===== config.mk =====
export PLATFORM = sky130hd
export DESIGN_NAME = oam_dma_ctrl
export DESIGN_NICKNAME = d
export VERILOG_FILES = /design/src/rtl/oam_dma_ctrl.sv
export SDC_FILE = /design/constraint.sdc
export NUM_CORES = 1
export LEC_CHECK = 0
export BUFFER_PORTS_ARGS = -buffer_cell sky130_fd_sc_hd__buf_4
export CORE_UTILIZATION = 49
export CTS_CLUSTER_DIAMETER = 100
export DETAILED_ROUTE_END_ITERATION = 10
export HOLD_SLACK_MARGIN = 0.03
export MAX_ROUTING_LAYER = met4
export PLACE_DENSITY = 0.8
export SLEW_MARGIN = 25
export SYNTH_ARGS = -nofsm -noshare
export SYNTH_HDL_FRONTEND = slang
export SYNTH_SLANG_ARGS = --single-unit

===== constraint.sdc =====
create_clock -name iClock -period 2.4 [get_ports iClock]
set_input_delay 0.48 -clock iClock [delete_from_list [all_inputs] [get_ports iClock]]
set_output_delay 0.48 -clock iClock [all_outputs]
set_load 0.005 [all_outputs]

===== src/rtl/oam_dma_ctrl.sv =====
// Bus arbiter between the CPU memory port and the shared system bus.
// It also runs the OAM DMA copy that the CPU triggers by writing the DMA register.
module oam_dma_ctrl #(
   parameter int          DMA_LEN      = 160,
   parameter logic [15:0] DMA_REG_ADDR = 16'hFF46,
   parameter logic [15:0] OAM_BASE     = 16'hFE00
) (
   input  logic        iClock,
   input  logic        iReset,
   input  logic [15:0] iCpuAddr,
   input  logic [7:0]  iCpuData,
   input  logic        iCpuWe,
   output logic [7:0]  oCpuData,
   output logic [15:0] oMemAddr,
   output logic [7:0]  oMemData,
   output logic        oMemWe,
   input  logic [7:0]  iMemData,
   output logic        oDmaBusy,
   output logic        oDmaDone
);

   typedef enum logic [1:0] {
      IDLE,
      START,
      READ,
      WRITE
   } state_t;

   localparam logic [7:0] LAST_IDX = 8'(DMA_LEN - 1);

   state_t     rState;
   state_t     state_next;
   logic [7:0] rSrc;
   logic [7:0] rIdx;
   logic [7:0] rByte;

   logic reg_hit;
   logic start_req;
   logic last_byte;

   assign reg_hit   = (iCpuAddr == DMA_REG_ADDR);
   assign start_req = (rState == IDLE) && reg_hit && iCpuWe;
   assign last_byte = (rIdx == LAST_IDX);

   // Only an idle controller accepts the trigger, so writes during a copy never restart it.
   always_ff @(posedge iClock or posedge iReset) begin
      if (iReset) begin
         rState   <= IDLE;
         rSrc     <= 8'h00;
         rIdx     <= 8'h00;
         rByte    <= 8'h00;
         oDmaDone <= 1'b0;
      end else begin
         rState   <= state_next;
         oDmaDone <= (rState == WRITE) && last_byte;
         if (start_req) begin
            rSrc <= iCpuData;
            rIdx <= 8'h00;
         end
         if (rState == READ) begin
            rByte <= iMemData;
         end
         if ((rState == WRITE) && !last_byte) begin
            rIdx <= rIdx + 8'h01;
         end
      end
   end

   // While busy the bus belongs to the copy; the CPU sees 0xFF except for the DMA register.
   always_comb begin
      state_next = rState;
      oDmaBusy   = 1'b1;
      oMemAddr   = {rSrc, rIdx};
      oMemData   = rByte;
      oMemWe     = 1'b0;
      oCpuData   = reg_hit ? rSrc : 8'hFF;
      case (rState)
         IDLE: begin
            oDmaBusy = 1'b0;
            oMemAddr = iCpuAddr;
            oMemData = iCpuData;
            oMemWe   = iCpuWe && !reg_hit;
            oCpuData = reg_hit ? rSrc : iMemData;
            if (start_req) begin
               state_next = START;
            end
         end
         START: begin
            state_next = READ;
         end
         READ: begin
            state_next = WRITE;
         end
         WRITE: begin
            oMemAddr   = OAM_BASE + {8'h00, rIdx};
            oMemWe     = 1'b1;
            state_next = last_byte ? IDLE : READ;
         end
         default: begin
            state_next = IDLE;
         end
      endcase
   end

endmodule


# ---- Yosys cells after proc, flatten, opt, wreduce, memory -nomap -nowiden
# Cells that the tools add are included.
dict set report classes {
  n_addsub 2
  eq_ne 6
  muxes 12
  n_reduce_logical 9
}
# operator n
set ops {}
lappend ops {{$mux 8} 6}
lappend ops {{$pmux 16 s2} 1}
lappend ops {{$eq 16x16->1 const B} 1}
lappend ops {{$add 10x9->11 const A} 1}
lappend ops {{$add 8x1->8 const B} 1}
lappend ops {{$eq 8x8->1 const B} 1}
lappend ops {{$pmux 2 s4} 1}
lappend ops {{$logic_and 1x1->1} 5}
lappend ops {{$eq 2x2->1 const B} 2}
lappend ops {{$mux 2} 2}
lappend ops {{$eq 2x1->1 const B} 1}
lappend ops {{$logic_not 1->1} 2}
lappend ops {{$logic_not 2->1} 1}
lappend ops {{$ne 2x2->1 const B} 1}
lappend ops {{$pmux 1 s2} 1}
lappend ops {{$reduce_bool 2->1} 1}
lappend ops {{$mux 1} 1}
dict set report word_totals {
  regBits 27
  out_inout_bits 35
  elab_cells 34
}

# ---- Depth between registers and ports, before layout
# Gate-level depths: netlist of run 1.
dict set report logic_depth {
  ltp_word 5
  ltp_mapped 7
  depth_no_buf 6
}

# ---- Worst setup path after synthesis of run 1
# Ideal clock, no wire load.
dict set report synth_timing {
  path_type {reg2out}
  startpoint {register rState[0]}
  endpoint {output port oMemAddr[0]}
  arrival_ps 1513
  slack_ps 407
  stages_incl_launch_ff 7
  path_cell_list {dfrtp_1 -> inv_1 -> ha_1 -> clkbuf_1 -> or2_2 -> clkbuf_1 -> a22o_1}
}
dict set report synth_between {
  elab_chain_len 2
  elab_cells_between_ends 3
  classes_between {eq/ne: 1; mux: 1; reduce/logical: 1}
}
# element line_no
set synth_rtl {}
lappend synth_rtl {{from (decl)} 31} ;# state_t rState;
lappend synth_rtl {{from (signal assigned)} 54} ;# rState <= state_next;
lappend synth_rtl {{$eq 2x2->1 or $logic_not 2->1 (tied branches)} 77} ;# case (rState)
lappend synth_rtl {{$pmux 16 s2 *} 77}
lappend synth_rtl {{to (decl)} 14} ;# output logic [15:0] oMemAddr,
# Mark *: on every way between the ends. The rest lies on a longest branch, timed or not.

# ---- Worst setup path after layout of run 1
dict set report layout_timing {
  startpoint {register rState[0]}
  endpoint {output port oMemData[3]}
}
dict set report layout_between {
  elab_chain_len 2
}
# element line_no
set layout_rtl {}
lappend layout_rtl {{$logic_not 2->1} 77}
lappend layout_rtl {{$mux 8} 77}
lappend layout_rtl {{to (decl)} 15} ;# output logic [7:0] oMemData,
# No other way between the ends.

==> results of run 1 <==
[report_power, final]
group | internal (mW) | switching [mW]
clock network | 0.0625 | 0.133
logic | 0.0971 | 0.0572
registers | 0.462 | 0.00353
[cell families (layout without fill, tap and decap cells)]
logic type / count (synthesis) / count (layout) / synth area share (%)
compound gates: 52 / 52 / 19.6
buf+inv: 24 / 96 / 6.42
fa+ha+maj: 4 / 4 / 2.82
mux: 25 / 25 / 15.8
flops: 27 / 27 / 38.1
simple gates: 52 / 52 / 15.7
xor+xnor: 3 / 3 / 1.48
[layout by cell type (no fill, tap or decap), drive strengths merged, types with 2 or more instances in the layout]
master,n
buf,83
dfrtp,27
mux2,24
nor2,21
a21oi,17
nand2,12
o21ai,12
inv,9
a22o,9
nand4,5
nand3,4
ha,4
a31oi,3
a31o,3
clkbuf,3
and4,2
xnor2,2
o211ai,2
o22ai,2
or2,2
[timing repair]
action	4_1_cts	5_1_grt
setup buffers	2	1
resized for setup	2	3
hold buffers	0	0
setup endpoints to repair	13	13
[tightest hold or removal path, stage by stage]
cell and delay [ps]:
buf_4 100, inv_1 40, buf_4 320
[path summary, 6_finish.rpt]
| kind | start | end | slack (ps) | cells after the start |
|---|---|---|---|---|
| worst max-delay path | rState[0]$_DFFE_PP0P_ | oMemData[3] | 120 | 5 |
| worst min-delay path | iReset | rIdx[3]$_DFFE_PP0P_ | 200 | 3 |
| worst max register to register | rIdx[0]$_DFFE_PP0P_ | rIdx[5]$_DFFE_PP0P_ | 450 | 5 |
| worst min register to register | rByte[3]$_DFFE_PP0P_ | rByte[3]$_DFFE_PP0P_ | 530 | 1 |
| max in group asynchronous | iReset | rState[0]$_DFFE_PP0P_ | 1940 | 3 |
| min in group iClock | iCpuData[3] | rSrc[3]$_DFFE_PP0P_ | 370 | 2 |
[area by class of cell]
| cell class | instances | area, µm² |
|---|---|---|
| Clock buffer | 3 | 22.5 |
| Clock inverter | 1 | 5.00 |
| Fill cell | 276 | 966 |
| Inverter | 9 | 33.8 |
| Multi-Input combinational cell | 136 | 998 |
| Sequential cell | 27 | 676 |
| Tap cell | 46 | 57.6 |
| Timing Repair Buffer | 83 | 631 |
[flip-flops by register name, summed over array words and instances, names as in the netlist]
register and count:
rByte 8, rState 2, oDmaDone 1, rIdx 8, rSrc 8
[metrics by stage]
stage	setup slack, ps	hold slack [ps]	cell area [µm²]	util [%]	total power, mW
3_3_place_gp	357	487	2350	69.4	0.627
4_1_cts	16.3	195	2400	70.8	0.826
2_1_floorplan	407	477	1770	-	0.525
3_5_place_dp	324	495	2350	69.4	0.629
5_1_grt	31.5	214	2420	71.5	0.854
6_report	124	196	2420	71.5	0.815
[layer usage]
metal / up-vias / wire length, µm
met5: - / 0
met4: 0 / 56
met3: 4 / 166
met2: 42 / 2380
met1: 848 / 2070
li1: 816 / -
==> metrics.md, run 1 <==
| Metric | Value |
|---|---|
| Status | `complete, no violations` |
| Gate Count Post-Synth | `187` |
| Static leakage power | `1.23 nW` |
| Core Region | `3390 µm²` |
| WL per Instance | `15.3 µm` |
| Worst-path clk slew | `140 ps` |
| Die height | `62.2 µm` |
| Most common flop cell mapped by yosys | `dfrtp_1` |
| CP required | `1920 ps` |
| Synth area leaders | `dfrtp_1, mux2_2, a21oi_1, a22o_1, mux2_1` |
| Root Driver | `clkbuf_4` |
| Crit Path Category | `flip-flop to output port` |
| Mapped cell area | `1770 µm²` |
| Final Wtd Congestion | `0.841` |
| CP endpoint kind | `output port` |
| CP startpoint kind | `flip-flop` |
| Fin cells | `305` |
| Worst-margin pin slew | `681 ps` |
| Count of cell types in the netlist | `39` |
| Drt initial violations | `82` |
| Syn avg cell area | `9.48 µm²` |
| Synth top area share | `38.1%` |
| Worst Hold Class | `input port to async pin` |
| Cells along the critical path | `inv_1, ha_4, buf_4, mux2_2, buf_4` |
| Crit path DAT | `1800 ps` |
| Drt drc | `0` |
| Total number of vias | `1710` |
| Area leader, netlist | `dfrtp_1` |
| Fin. Hold Viols | `0` |
| Post-synth EDFFs | `0` |
| Die area | `3860 µm²` |
| Global-route met1 utilization | `31.2%` |
| Commonest cells post-synth | `dfrtp_1, nor2_1, a21oi_1, mux2_2` |
| Met2 usage | `44.2%` |
| GRT Util Overall | `25.6%` |
| Setup violators final | `0` |
| Clock sinks | `27` |
| Number of H-tree levels | `1` |
| I/O pins | `70` |
| TritonRoute pass-1 iters | `4` |
| # diodes | `0` |
| Fin nets | `299` |
| GR Overflow Total | `0` |
| Pwr dens | `336 nW/µm²` |
| Via density | `5.61` |
| Detailed Place HPWL | `3.53 mm` |
| Layout cells sized above 1 | `42.9%` |
| Slowest cell on crit path | `dfrtp_1` |
| Initial antenna violation count | `0` |
| Highest Clock Rate | `0.439 GHz` |
| Max Cap Viol | `0` |
| Die X | `62.2 µm` |
| Most used cell, CP | `buf_4` |
| RSZ-0062 raised after global routing | `no` |
| Met3 Resource Use GR | `3.68%` |
| Vias in the first global route | `1676` |
| CTS Buffer Depth | `2` |
| Initial core utilization | `52.3%` |
| Slew HR | `54.5%` |
| Sequential area share after synthesis | `38.1%` |
| Worst-Skew Late Latency | `320 ps` |
| First-pass GRT wire length | `7.67 mm` |
| Ys Warns | `0` |
| Max Clock Skew | `4.43 ps` |
| WL final | `4.67 mm` |
| Share of synthesized registers carrying an async set or reset | `100%` |
| Largest delay share family, worst path | `buffers and inverters` |
| #FFs+latches synth | `27` |
| Slew Limit Fails | `0` |
| Crit path largest cell delay | `410 ps` |
| Tmin final | `2280 ps` |
| Most numerous cell in the Yosys netlist | `dfrtp_1` |
| Maximum vdd drop | `0.314 mV` |
| Layout area overhead | `36.7%` |
| Total CTS buffers | `3` |
| Final Cycle Share | `94.8%` |
| Pin count of the biggest net entering global routing | `28` |
| Synth Net Count | `226` |
| Row cnt | `21` |
| Setup TNS | `0 ps` |
| PortBufs | `69` |
| Most crowded layer after global routing | `met2` |
| Crit path buf inv count | `3` |
| Placed insts | `298` |
| Antenna-violating nets left | `0` |
| Maximum fanout along the worst path | `10` |
| CTS tree | `done` |
Note: power is estimated with default switching activity, not from simulation.
==> run 2, diff against run 1 <==
Settings changed: REMOVE_ABC_BUFFERS set to 1.
==> metrics.md, run 2 (same netlist as run 1, synthesis figures left out) <==
| Metric | Value |
|---|---|
| CTS Buffer Depth | `2 (unchanged)` |
| # diodes | `0 (unchanged)` |
| Final Cycle Share | `95.8% (+0.97 points)` |
| Static leakage power | `1.22 nW (-0.43%)` |
| TritonRoute pass-1 iters | `4 (unchanged)` |
| Status | `complete, no violations` |
| Tmin final | `2300 ps (+23.2 ps)` |
| Switching share of total power | `23.9% (+0.14 points)` |
| Max Cap Viol | `0 (unchanged)` |
| Max Clock Skew | `6.09 ps (+1.66 ps)` |
| Core Region | `3390 µm² (unchanged)` |
| Root Driver | `clkbuf_4` |
| Highest Clock Rate | `0.435 GHz (-1.0%)` |
| Initial antenna violation count | `0 (unchanged)` |
| Logic gate share of total power | `18.8% (about the same)` |
| Drt initial violations | `56 (-32%)` |
| Worst R2R End | `rIdx[5]$_DFFE_PP0P_` |
| Clk pwr share | `24.2% (+0.2 points)` |
| Most common cell after layout, fill and taps aside | `buf_4` |
| Worst Hold Class | `input port to async pin` |
| PortBufs | `69 (unchanged)` |
| Crit path largest cell delay | `450 ps (+40 ps)` |
| I/O pins | `70 (unchanged)` |
| CP startpoint kind | `flip-flop` |
| Vias in the first global route | `1608 (-4.1%)` |
| CTS tree | `done` |
| Seq pwr share | `57.0% (about the same)` |
| GR Overflow Total | `0 (unchanged)` |
| Hold slack | `190 ps (-5.78 ps)` |
| Maximum fanout along the worst path | `9 (-1)` |
| Slowest cell on crit path | `dfrtp_1` |
| Maximum vdd drop | `0.234 mV (-26%)` |
| Top flop regs | `rByte x8, rIdx x8, rSrc x8` |
| First-pass GRT wire length | `7.33 mm (-4.5%)` |
| Most used cell, CP | `buf_4` |
| Slew Limit Fails | `0 (unchanged)` |
| Critical R2R Launch | `rIdx[0]$_DFFE_PP0P_` |
| Area of the multi-input gates | `996 µm² (-0.25%)` |
| Total CTS buffers | `3 (unchanged)` |
| Register-to-Register Path Depth | `5 (unchanged)` |
| Worst-Skew Late Latency | `320 ps (about the same)` |
| Row cnt | `21 (unchanged)` |
| Slew HR | `56.5% (+2.0 points)` |
| RSZ-0062 raised after global routing | `no` |
| Worst-path clk slew | `150 ps (about the same)` |
| FF/Latch Area | `676 µm² (unchanged)` |
| Layout cells sized above 1 | `43.4% (+0.55 points)` |
| Setup violators final | `0 (unchanged)` |
| Total number of vias | `1652 (-3.4%)` |
| Antenna-violating nets left | `0 (unchanged)` |
| Most frequent cells in the layout | `buf_4, dfrtp_1, nor2_1` |
| Placed insts | `299 (+0.34%)` |
| Pwr dens | `339 nW/µm² (+0.87%)` |
| CTS Hold Bufs | `0 (unchanged)` |
| Fillcell total | `277 (+0.36%)` |
| Crit path DAT | `1820 ps (+20 ps)` |
| Clock sinks | `27 (unchanged)` |
| Layout area overhead | `35.7%` |
| Internal cell power | `0.621 mW (about the same)` |
| Number of H-tree levels | `1 (unchanged)` |
| Die height | `62.2 µm (unchanged)` |
| Fin. Hold Viols | `0 (unchanged)` |
| WL per Instance | `14.3 µm (-6.7%)` |
| Die X | `62.2 µm (unchanged)` |
| Switching Power | `0.195 mW (+0.72%)` |
| Via density | `5.43 (-3.1%)` |
| Setup WS pre-CTS | `330 ps (+6.31 ps)` |
| Cells along the critical path | `inv_2, ha_4, buf_4, nor2_1, buf_4, a22o_1, buf_4` |
| WL final | `4.35 mm (-7.0%)` |
| Setup slack after layout | `101 ps (-23.2 ps)` |
| Fin nets | `298 (-0.33%)` |
| Worst-margin pin slew | `650 ps (-30.5 ps)` |
| Detailed Place HPWL | `3.41 mm (-3.4%)` |
| Fin cells | `304 (-0.33%)` |
| CP required | `1920 ps (about the same)` |
| Flop2flop setup slack | `410 ps (-40 ps)` |
| GRT Util Overall | `23.9% (-1.7 points)` |
| Drt drc | `0 (unchanged)` |
| Pin count of the biggest net entering global routing | `28 (unchanged)` |
| Final Wtd Congestion | `0.798 (-5.1%)` |
| Crit Path Category | `flip-flop to output port` |
| Die area | `3860 µm² (unchanged)` |
| Initial core utilization | `52.3% (unchanged)` |
| CP endpoint kind | `output port` |
-- run 2: cell count changes in the layout (fill, tap and decap cells not counted), sizes merged --
cell and delta:
buf -1
-- run 2: final cells by class --
type	instances	area share (%)
sequential	27	28.1
inverter	9	1.40
tap	46	2.39
multi-input combinational	136	41.4
clock inverter	1	0.208
timing repair buffer	82	25.6
clock buffer	3	0.936
-- run 2: worst max-delay path, delay by kind of cell, from the launching register on --
| kind | cells | cell delay, ps |
|---|---|---|
| AO/OA/AOI/OAI | 1 | 230 |
| AND/OR/NAND/NOR | 1 | 40 |
| adder cells (fa/ha/maj) | 1 | 280 |
| flip-flops | 1 | 450 |
| buffers and inverters | 4 | 500 |
-- run 2: repair_timing --
item,4_1_cts,5_1_grt
buffers inserted,0,1
setup endpoints to repair,6,15
cloned,0,0
gates resized for setup,1,3
-- run 2: power groups by stage --
stage | clock network (mW) | registers (mW) | logic [mW]
finish | 0.198 | 0.465 | 0.153
CTS | 0.199 | 0.465 | 0.155
floorplan | 0 | 0.473 | 0.0520
detailed placement | 0 | 0.474 | 0.154
global placement | 0 | 0.474 | 0.152
global route | 0.218 | 0.467 | 0.167
-- run 2: how the worst max path moves through the flow --
stage / start / to / slack [ps] / cells past startpoint
floorplan: rState[0]$_DFFE_PP0P_ / oMemAddr[0] / -2 / 5
global placement: iCpuAddr[3] / oCpuData[3] / 350 / 7
detailed placement: iCpuAddr[3] / oCpuData[4] / 330 / 7
CTS: rState[1]$_DFFE_PP0P_ / oMemAddr[2] / 6 / 7
global route: rState[1]$_DFFE_PP0P_ / oMemAddr[7] / 7 / 7
finish: rState[1]$_DFFE_PP0P_ / oMemAddr[2] / 100 / 7
-- run 2: layer usage --
layer  part of all wire, %  routed length (µm)  vias to the layer above  global-route usage, %
met5                     0                   0                        -                      -
met4                  0.30                  13                        0                   4.65
li1                      -                   -                      816                      -
met3                   7.8                 337                        2                   2.76
met1                    43                1880                      763                   30.0
met2                    49                2120                       71                   41.8
-- run 2: per-stage QoR --
stage | setup TNS (ps) | utilization, % | instance area, µm² | total power [mW]
2_1_floorplan | -17.9 | - | 1690 | 0.525
3_3_place_gp | 0 | 69.6 | 2360 | 0.626
3_5_place_dp | 0 | 69.6 | 2360 | 0.628
4_1_cts | 0 | 70.5 | 2390 | 0.820
5_1_grt | 0 | 71.0 | 2410 | 0.852
6_report | 0 | 71.0 | 2410 | 0.816
